[config.mk]
export PLATFORM = sky130hd
export DESIGN_NAME = uart_tx_sched_flat
export DESIGN_NICKNAME = d
export VERILOG_FILES = /design/src/rtl/uart_tx_sched_if.sv /design/src/rtl/uart_tx_sched.sv /design/src/flat_wrapper.sv
export SDC_FILE = /design/constraint.sdc
export NUM_CORES = 1
export LEC_CHECK = 0
export ABC_CLOCK_PERIOD_IN_PS = 2370
export CORE_MARGIN = 10
export CORE_UTILIZATION = 42
export DETAILED_ROUTE_END_ITERATION = 8
export MAX_ROUTING_LAYER = met4
export PLACE_DENSITY_LB_ADDON = 0.05
export SYNTH_ARGS = -nofsm -noshare
export SYNTH_HDL_FRONTEND = slang
export SYNTH_SLANG_ARGS = --single-unit
[constraint.sdc]
create_clock -name ex_clk -period 2.37 [get_ports ex_clk]
set_input_delay 0.237 -clock ex_clk [delete_from_list [all_inputs] [get_ports ex_clk]]
set_output_delay 0.237 -clock ex_clk [all_outputs]
set_load 0.01 [all_outputs]
[src/rtl/uart_tx_sched_if.sv]
// uart_tx_sched_if: request/ack lines of the three byte sources plus the UART transmitter handshake.
// The master modport is the scheduler itself; the slave modport is the producers and transmitter around it.
interface uart_tx_sched_if;
  logic         stat_req;
  logic [7:0]   stat_data;
  logic         stat_ack;
  logic         sd_req;
  logic [7:0]   sd_data;
  logic         sd_last;
  logic         sd_ack;
  logic         cid_req;
  logic [127:0] cid_reg;
  logic         cid_busy;
  logic         cid_done;
  logic [7:0]   uart_tx_data;
  logic         uart_tx_start;
  logic         uart_tx_busy;
  logic [1:0]   grant;
  logic         tx_timeout;

  modport master (
    input  stat_req, stat_data, sd_req, sd_data, sd_last, cid_req, cid_reg, uart_tx_busy,
    output stat_ack, sd_ack, cid_busy, cid_done, uart_tx_data, uart_tx_start, grant, tx_timeout
  );

  modport slave (
    output stat_req, stat_data, sd_req, sd_data, sd_last, cid_req, cid_reg, uart_tx_busy,
    input  stat_ack, sd_ack, cid_busy, cid_done, uart_tx_data, uart_tx_start, grant, tx_timeout
  );
endinterface

[src/rtl/uart_tx_sched.sv]
// uart_tx_sched: fixed-priority (status > CID > SD) byte scheduler in front of a start/busy UART transmitter.
// Define UART_TX_SCHED_HDR_EN to prefix every grant with a header byte {4'hA, 2'b00, grant}.
module uart_tx_sched #(
  parameter logic [15:0] BUSY_TIMEOUT = 16'd1024,
  parameter int          CID_BYTES    = 16
) (
  input logic             ex_clk,
  input logic             reset,
  uart_tx_sched_if.master bus
);
  localparam int               IDX_W    = (CID_BYTES > 1) ? $clog2(CID_BYTES) : 1;
  localparam logic [IDX_W-1:0] IDX_LAST = IDX_W'(CID_BYTES - 1);
  localparam logic [1:0] G_NONE = 2'd0, G_STAT = 2'd1, G_CID = 2'd2, G_SD = 2'd3;

`ifdef UART_TX_SCHED_HDR_EN
  typedef enum logic [2:0] {IDLE, LOAD, START, WAIT_HI, WAIT_LO, HDR} state_t;
`else
  typedef enum logic [2:0] {IDLE, LOAD, START, WAIT_HI, WAIT_LO} state_t;
`endif

  state_t           state_q, state_d;
  logic [1:0]       grant_q, grant_d;
  logic [7:0]       data_q, data_d;
  logic [IDX_W-1:0] idx_q, idx_d;
  logic [15:0]      cnt_q, cnt_d;
  logic             last_q, last_d;
  logic             cid_busy_q, cid_busy_d;
  logic             cid_done_q, cid_done_d;
  logic             timeout_q, timeout_d;
  logic [7:0]       cid_byte;
`ifdef UART_TX_SCHED_HDR_EN
  logic             hdr_q, hdr_d;
`endif

  // MSB byte of the CID register goes out first
  always_comb begin
    cid_byte = 8'h00;
    for (int i = 0; i < CID_BYTES; i++) begin
      if (idx_q == IDX_W'(i)) cid_byte = bus.cid_reg[127-8*i -: 8];
    end
  end

  always_comb begin
    state_d    = state_q;
    grant_d    = grant_q;
    data_d     = data_q;
    idx_d      = idx_q;
    cnt_d      = cnt_q;
    last_d     = last_q;
    cid_busy_d = cid_busy_q;
    cid_done_d = 1'b0;
    timeout_d  = timeout_q;
`ifdef UART_TX_SCHED_HDR_EN
    hdr_d      = hdr_q;
`endif
    case (state_q)
      IDLE: begin
        if (bus.stat_req)     grant_d = G_STAT;
        else if (bus.cid_req) grant_d = G_CID;
        else if (bus.sd_req)  grant_d = G_SD;
        if (bus.stat_req || bus.cid_req || bus.sd_req) begin
`ifdef UART_TX_SCHED_HDR_EN
          state_d = HDR;
`else
          state_d = LOAD;
`endif
        end
      end
`ifdef UART_TX_SCHED_HDR_EN
      HDR: begin
        data_d  = {4'hA, 2'b00, grant_q};
        hdr_d   = 1'b1;
        state_d = START;
      end
`endif
      LOAD: begin
        case (grant_q)
          G_STAT: data_d = bus.stat_data;
          G_SD: begin
            data_d = bus.sd_data;
            last_d = bus.sd_last;
          end
          default: data_d = cid_byte;
        endcase
        state_d = START;
      end
      START: begin
        cnt_d   = 16'd0;
        state_d = WAIT_HI;
      end
      WAIT_HI: begin
        if (bus.uart_tx_busy) begin
          timeout_d = 1'b0;
          state_d   = WAIT_LO;
        end else begin
          cnt_d = cnt_q + 16'd1;
          // transmitter never answered: drop the whole grant, no ack/done
          if (cnt_d == BUSY_TIMEOUT) begin
            timeout_d  = 1'b1;
            grant_d    = G_NONE;
            cid_busy_d = 1'b0;
            idx_d      = '0;
            state_d    = IDLE;
`ifdef UART_TX_SCHED_HDR_EN
            hdr_d      = 1'b0;
`endif
          end
        end
      end
      WAIT_LO: begin
        if (!bus.uart_tx_busy) begin
`ifdef UART_TX_SCHED_HDR_EN
          if (hdr_q) begin
            hdr_d   = 1'b0;
            state_d = LOAD;
          end else
`endif
          begin
            case (grant_q)
              G_SD: begin
                if (last_q) begin
                  grant_d = G_NONE;
                  state_d = IDLE;
                end else if (bus.sd_req) begin
                  state_d = LOAD;
                end
              end
              G_CID: begin
                if (idx_q == IDX_LAST) begin
                  idx_d      = '0;
                  cid_done_d = 1'b1;
                  cid_busy_d = 1'b0;
                  grant_d    = G_NONE;
                  state_d    = IDLE;
                end else begin
                  idx_d   = idx_q + IDX_W'(1);
                  state_d = LOAD;
                end
              end
              default: begin
                grant_d = G_NONE;
                state_d = IDLE;
              end
            endcase
          end
        end
      end
      default: state_d = IDLE;
    endcase
    if (state_d == LOAD && grant_d == G_CID) cid_busy_d = 1'b1;
  end

  always_ff @(posedge ex_clk or negedge reset) begin
    if (!reset) begin
      state_q    <= IDLE;
      grant_q    <= G_NONE;
      data_q     <= 8'h00;
      idx_q      <= '0;
      cnt_q      <= 16'd0;
      last_q     <= 1'b0;
      cid_busy_q <= 1'b0;
      cid_done_q <= 1'b0;
      timeout_q  <= 1'b0;
    end else begin
      state_q    <= state_d;
      grant_q    <= grant_d;
      data_q     <= data_d;
      idx_q      <= idx_d;
      cnt_q      <= cnt_d;
      last_q     <= last_d;
      cid_busy_q <= cid_busy_d;
      cid_done_q <= cid_done_d;
      timeout_q  <= timeout_d;
    end
  end

`ifdef UART_TX_SCHED_HDR_EN
  always_ff @(posedge ex_clk or negedge reset) begin
    if (!reset) hdr_q <= 1'b0;
    else        hdr_q <= hdr_d;
  end
`endif

  assign bus.stat_ack      = (state_q == LOAD) && (grant_q == G_STAT);
  assign bus.sd_ack        = (state_q == LOAD) && (grant_q == G_SD);
  assign bus.uart_tx_start = (state_q == START);
  assign bus.uart_tx_data  = data_q;
  assign bus.grant         = grant_q;
  assign bus.cid_busy      = cid_busy_q;
  assign bus.cid_done      = cid_done_q;
  assign bus.tx_timeout    = timeout_q;
endmodule
[src/flat_wrapper.sv]
// flat-port wrapper written by rule: the top's interface ports become plain ports
module uart_tx_sched_flat 
#(
  parameter logic [15:0] BUSY_TIMEOUT = 16'd1024,
  parameter int          CID_BYTES    = 16
)
  (ex_clk, reset, bus_stat_req, bus_stat_data, bus_sd_req, bus_sd_data, bus_sd_last, bus_cid_req, bus_cid_reg, bus_uart_tx_busy, bus_stat_ack, bus_sd_ack, bus_cid_busy, bus_cid_done, bus_uart_tx_data, bus_uart_tx_start, bus_grant, bus_tx_timeout);
  uart_tx_sched_if bus_i ();
  input logic ex_clk;
  input logic reset;
  input wire logic [$bits(bus_i.stat_req)-1:0] bus_stat_req;
  input wire logic [$bits(bus_i.stat_data)-1:0] bus_stat_data;
  input wire logic [$bits(bus_i.sd_req)-1:0] bus_sd_req;
  input wire logic [$bits(bus_i.sd_data)-1:0] bus_sd_data;
  input wire logic [$bits(bus_i.sd_last)-1:0] bus_sd_last;
  input wire logic [$bits(bus_i.cid_req)-1:0] bus_cid_req;
  input wire logic [$bits(bus_i.cid_reg)-1:0] bus_cid_reg;
  input wire logic [$bits(bus_i.uart_tx_busy)-1:0] bus_uart_tx_busy;
  output wire logic [$bits(bus_i.stat_ack)-1:0] bus_stat_ack;
  output wire logic [$bits(bus_i.sd_ack)-1:0] bus_sd_ack;
  output wire logic [$bits(bus_i.cid_busy)-1:0] bus_cid_busy;
  output wire logic [$bits(bus_i.cid_done)-1:0] bus_cid_done;
  output wire logic [$bits(bus_i.uart_tx_data)-1:0] bus_uart_tx_data;
  output wire logic [$bits(bus_i.uart_tx_start)-1:0] bus_uart_tx_start;
  output wire logic [$bits(bus_i.grant)-1:0] bus_grant;
  output wire logic [$bits(bus_i.tx_timeout)-1:0] bus_tx_timeout;
  assign bus_i.stat_req = bus_stat_req;
  assign bus_i.stat_data = bus_stat_data;
  assign bus_i.sd_req = bus_sd_req;
  assign bus_i.sd_data = bus_sd_data;
  assign bus_i.sd_last = bus_sd_last;
  assign bus_i.cid_req = bus_cid_req;
  assign bus_i.cid_reg = bus_cid_reg;
  assign bus_i.uart_tx_busy = bus_uart_tx_busy;
  assign bus_stat_ack = bus_i.stat_ack;
  assign bus_sd_ack = bus_i.sd_ack;
  assign bus_cid_busy = bus_i.cid_busy;
  assign bus_cid_done = bus_i.cid_done;
  assign bus_uart_tx_data = bus_i.uart_tx_data;
  assign bus_uart_tx_start = bus_i.uart_tx_start;
  assign bus_grant = bus_i.grant;
  assign bus_tx_timeout = bus_i.tx_timeout;
  uart_tx_sched #(.BUSY_TIMEOUT(BUSY_TIMEOUT), .CID_BYTES(CID_BYTES)) u_core (.ex_clk(ex_clk), .reset(reset), .bus(bus_i));
endmodule
==> summary.md <==
The run finished with clean final reports. The mux cell area share after synthesis was 2.99%. For this design, the sink count on the clock tree is 37. The clock transition time at the flip-flop clock pins of the worst setup and hold paths is 90 ps.

After synthesis, the cell types taking the most area are dfrtp_1 27%, o21ai_0 8.2%, a21oi_1 5.6%. For this run, the leading register cell type out of synthesis is dfrtp_1. The H-tree level count was 2; the count of endpoints failing hold in the final timing report was 0. For the finished layout, the period the worst path requires is 2200 ps.

In this run the worst path has a maximum fanout of 5. After synthesis, the largest area contributor takes up 26.7% of total cell area. The die is 111 um wide. The final clock skew is 12.7 ps, and the final net count is 767. Summing the areas of all xor and xnor instances in the mapped netlist gives 0.757% of the synthesized area. In this run the cell area of the synthesized design comes to 3470 um^2. Measured against its own limit, the worst slew margin works out to 61.5%. Using the TritonRoute via totals, the vias-per-cell ratio works out to 6.09. The tools report the startpoint of the most critical register-to-register path as u_core.cnt_q[1].

Final worst-path cycle share: 92.8%. Leaving out fill and tap cells, the most frequent cells in the layout are 166 x clkdlybuf4s50_1, 57 x o21ai_0, 49 x nand2_1. Share of post-route cells with drive strength above 1: 8.50%. The region available for standard cell placement spans 8130 um^2.

In the global route stage, overall resource usage came out at 23.2%. STA classifies the critical path startpoint as a flop. After layout, the worst setup slack is 171 ps. The register bit total from synthesis was 37; the switching share of power was 45.8%. The run gives 5 as the number of search-and-repair iterations in the first detailed-routing pass. The adder-cell share of the synthesized area works out to 1.80%. In the routed design, unresolved DRC markers number 0. After synthesis, the mean cell area works out to 7.66 um^2. The final cell utilization of the core was 66.9%; the yosys synthesis warning count was 0. Weighted congestion at the end of routability-driven global placement: 1.02. The initial utilization of the core area, before any placement, comes to 42.7%. After Yosys synthesis, and, or, nand and nor cells account for 20.8% of the synthesized area. Summing the areas of all compound-gate instances in the mapped netlist gives 42.1% of the synthesized area. The tools report the remaining global-route overflow as 0.

The tools report the final-report setup violation count as 0. The cell sitting at the root of the clock tree is a clkbuf_8. The count of nets left with antenna violations once routing finished came out at 0. Total power density per cell area: 951 nW/um^2. The switching power total was 0.00237 W. The largest net degree at the start of global routing is 38. The proportion of power drawn by combinational gates was 68.0%. At the worst endpoint, the required time is 2540 ps.

TritonCTS built the clock tree. At the placement stage, the worst setup path has a slack of 131 ps. The tools report the post-synthesis net count as 609. The number of global-route vias before repair is 4437, and the total routed wirelength is 14.5 mm.

Clock latency on the worst-skew pair, taken at its later pin, is 300 ps. From synthesis to final layout, the design area changed by 56.8%. In this run, flip-flops and latches consume 18.9% of the power. The number of pins with negative max-slew slack in the final report is 0. The tools report the first-pass GRT wire length as 23.4 mm. Data on the critical path arrives at its endpoint at 2370 ps. The number of DRC markers after the initial detailed-route iteration is 337, and the total via count after detailed routing is 4364.

Summed over all instances, the cell type with the most area after synthesis is dfrtp_1. For the pin with the worst max-slew slack, the measured transition is 571 ps. Setup repair after global routing could not meet its margin everywhere. The clock share of power is 13.1%. Clock tree synthesis inserted a total of 5 buffers. The die covers 12300 um^2. Static timing analysis puts the maximum clock frequency at 455 MHz. The tools report the HPWL reported at the end of detailed placement as 11.7 mm. Critical path startpoint: u_core.cnt_q[1]. The floorplan has 33 rows. Type of the setup path with the least slack: flop to flop. The logs give 2 for the buffer levels on the longest clock path and 0.419 mV for the peak supply drop.

Main combinational cell family by area after synthesis: compound AO/OA/AOI/OAI gates. The die span in y is 111 um, and the number of placed I/O pins is 167. The synthesized design contains 0 enable-type register cells. The number of distinct standard cells referenced by the synthesized netlist is 63, and the antenna diode count is 0. The post-detailed-route wirelength per cell works out to 20.2 um. For this design the static power due to leakage is 2.07 nW. Counting flops with an async set or reset pin after synthesis yields a share of 100%. The count of input and output buffers was 166.

The tools report the max capacitance violation total as 0. The min-delay analysis places its worst path in the category input port to async pin. The tools report the cell-internal power as 0.00281 W. The most common cell after layout, fill and taps aside was clkdlybuf4s50_1. Summing the sequential cell areas from Yosys gives 26.7% of the chip area.

Hold is met by 355 ps. Synthesis produced a netlist whose cell count is 453. The initial antenna violation count was 0. The worst setup path is captured at a flop.
## synth_stat cells, drive strengths merged, types with 5 or more instances
| master | number |
|---|---|
| a221o | 7 |
| nor3 | 7 |
| dfrtp | 37 |
| o21ai | 59 |
| o221ai | 8 |
| a31oi | 9 |
| buf | 12 |
| o211ai | 15 |
| clkbuf | 24 |
| o22ai | 23 |
| a21oi | 39 |
| ha | 5 |
| nand3 | 11 |
| o31ai | 5 |
| nand4 | 6 |
| a22oi | 10 |
| nor2b | 5 |
| mux2i | 7 |
| a2bb2oi | 9 |
| nand2b | 5 |
| a211oi | 9 |
| nand2 | 49 |
| o31a | 7 |
| nor2 | 33 |
## repair_timing
action,in CTS,in global routing
hold buffers,0,0
buffers inserted,0,2
endpoints found under the setup margin,0,10
gates resized for setup,0,5
## routing by layer
metal | GRT usage, % | wire [um]
met1 | 28.7 | 6130
met2 | 36.7 | 6800
met3 | 4.76 | 1050
met4 | 7.64 | 488
met5 | - | 0
## sequential cells by signal, indices dropped and copies added (netlist names)
register and flops:
u_core.cnt_q 16, u_core.bus.grant 2, u_core.bus.tx_timeout 1, u_core.bus.uart_tx_data 8, u_core.bus.cid_done 1, u_core.last_q 1, u_core.state_q 3, u_core.idx_q 4
u_core.bus.cid_busy 1
## per-stage QoR
step                      cell area [um^2]  std cells  TNS [ps]  power, W
after floorplan                       3470        453         0   0.00316
after global placement                5270        707         0   0.00434
after detailed placement              5270        707         0   0.00439
after CTS                             5410        715         0   0.00508
after global routing                  5440        717     -32.0   0.00560
final                                 5440        717         0   0.00518
## worst paths after layout
kind                                  endpoint  slack, ps  cells after the start
max reg2reg                u_core.bus.grant[0]        170                      6
min in group ex_clk           u_core.cnt_q[12]        530                      1
min                        u_core.bus.grant[1]        360                      2
max                        u_core.bus.grant[0]        170                      6
max in group asynchronous      u_core.cnt_q[0]       1670                      2
min reg2reg                   u_core.cnt_q[12]        530                      1
## cells by family after synthesis
group / after synthesis
AO/OA/AOI/OAI: 219
XOR/XNOR: 3
adder cells (fa/ha/maj): 5
buffers and inverters: 43
flip-flops: 37
multiplexers: 10
AND/OR/NAND/NOR: 136
## critical path: stages (launching register included)
cell and delay, ps:
dfrtp_1 410, nand3_1 330, nor3_1 170, nor4b_1 490
o2111ai_4 240, nor3_2 330, a211oi_2 90
## power groups by stage
stage	logic, W	clock network [W]	registers [W]
floorplan	0.00222	0	0.000946
global placement	0.00336	0	0.000975
global route	0.00387	0.000719	0.00101
CTS	0.00343	0.000683	0.000968
detailed placement	0.00341	0	0.000980
finish	0.00352	0.000679	0.000978
## layout make-up
class / count / area (um^2)
fillers: 664 / 2690
multi-input cells: 373 / 2400
repair buffers: 187 / 1820
flip-flops and latches: 37 / 926
well taps: 105 / 131
clock buffers: 5 / 68.8
clock inverters: 3 / 68.8
inverters: 7 / 26.3
Power figures use the tool's default switching activity.
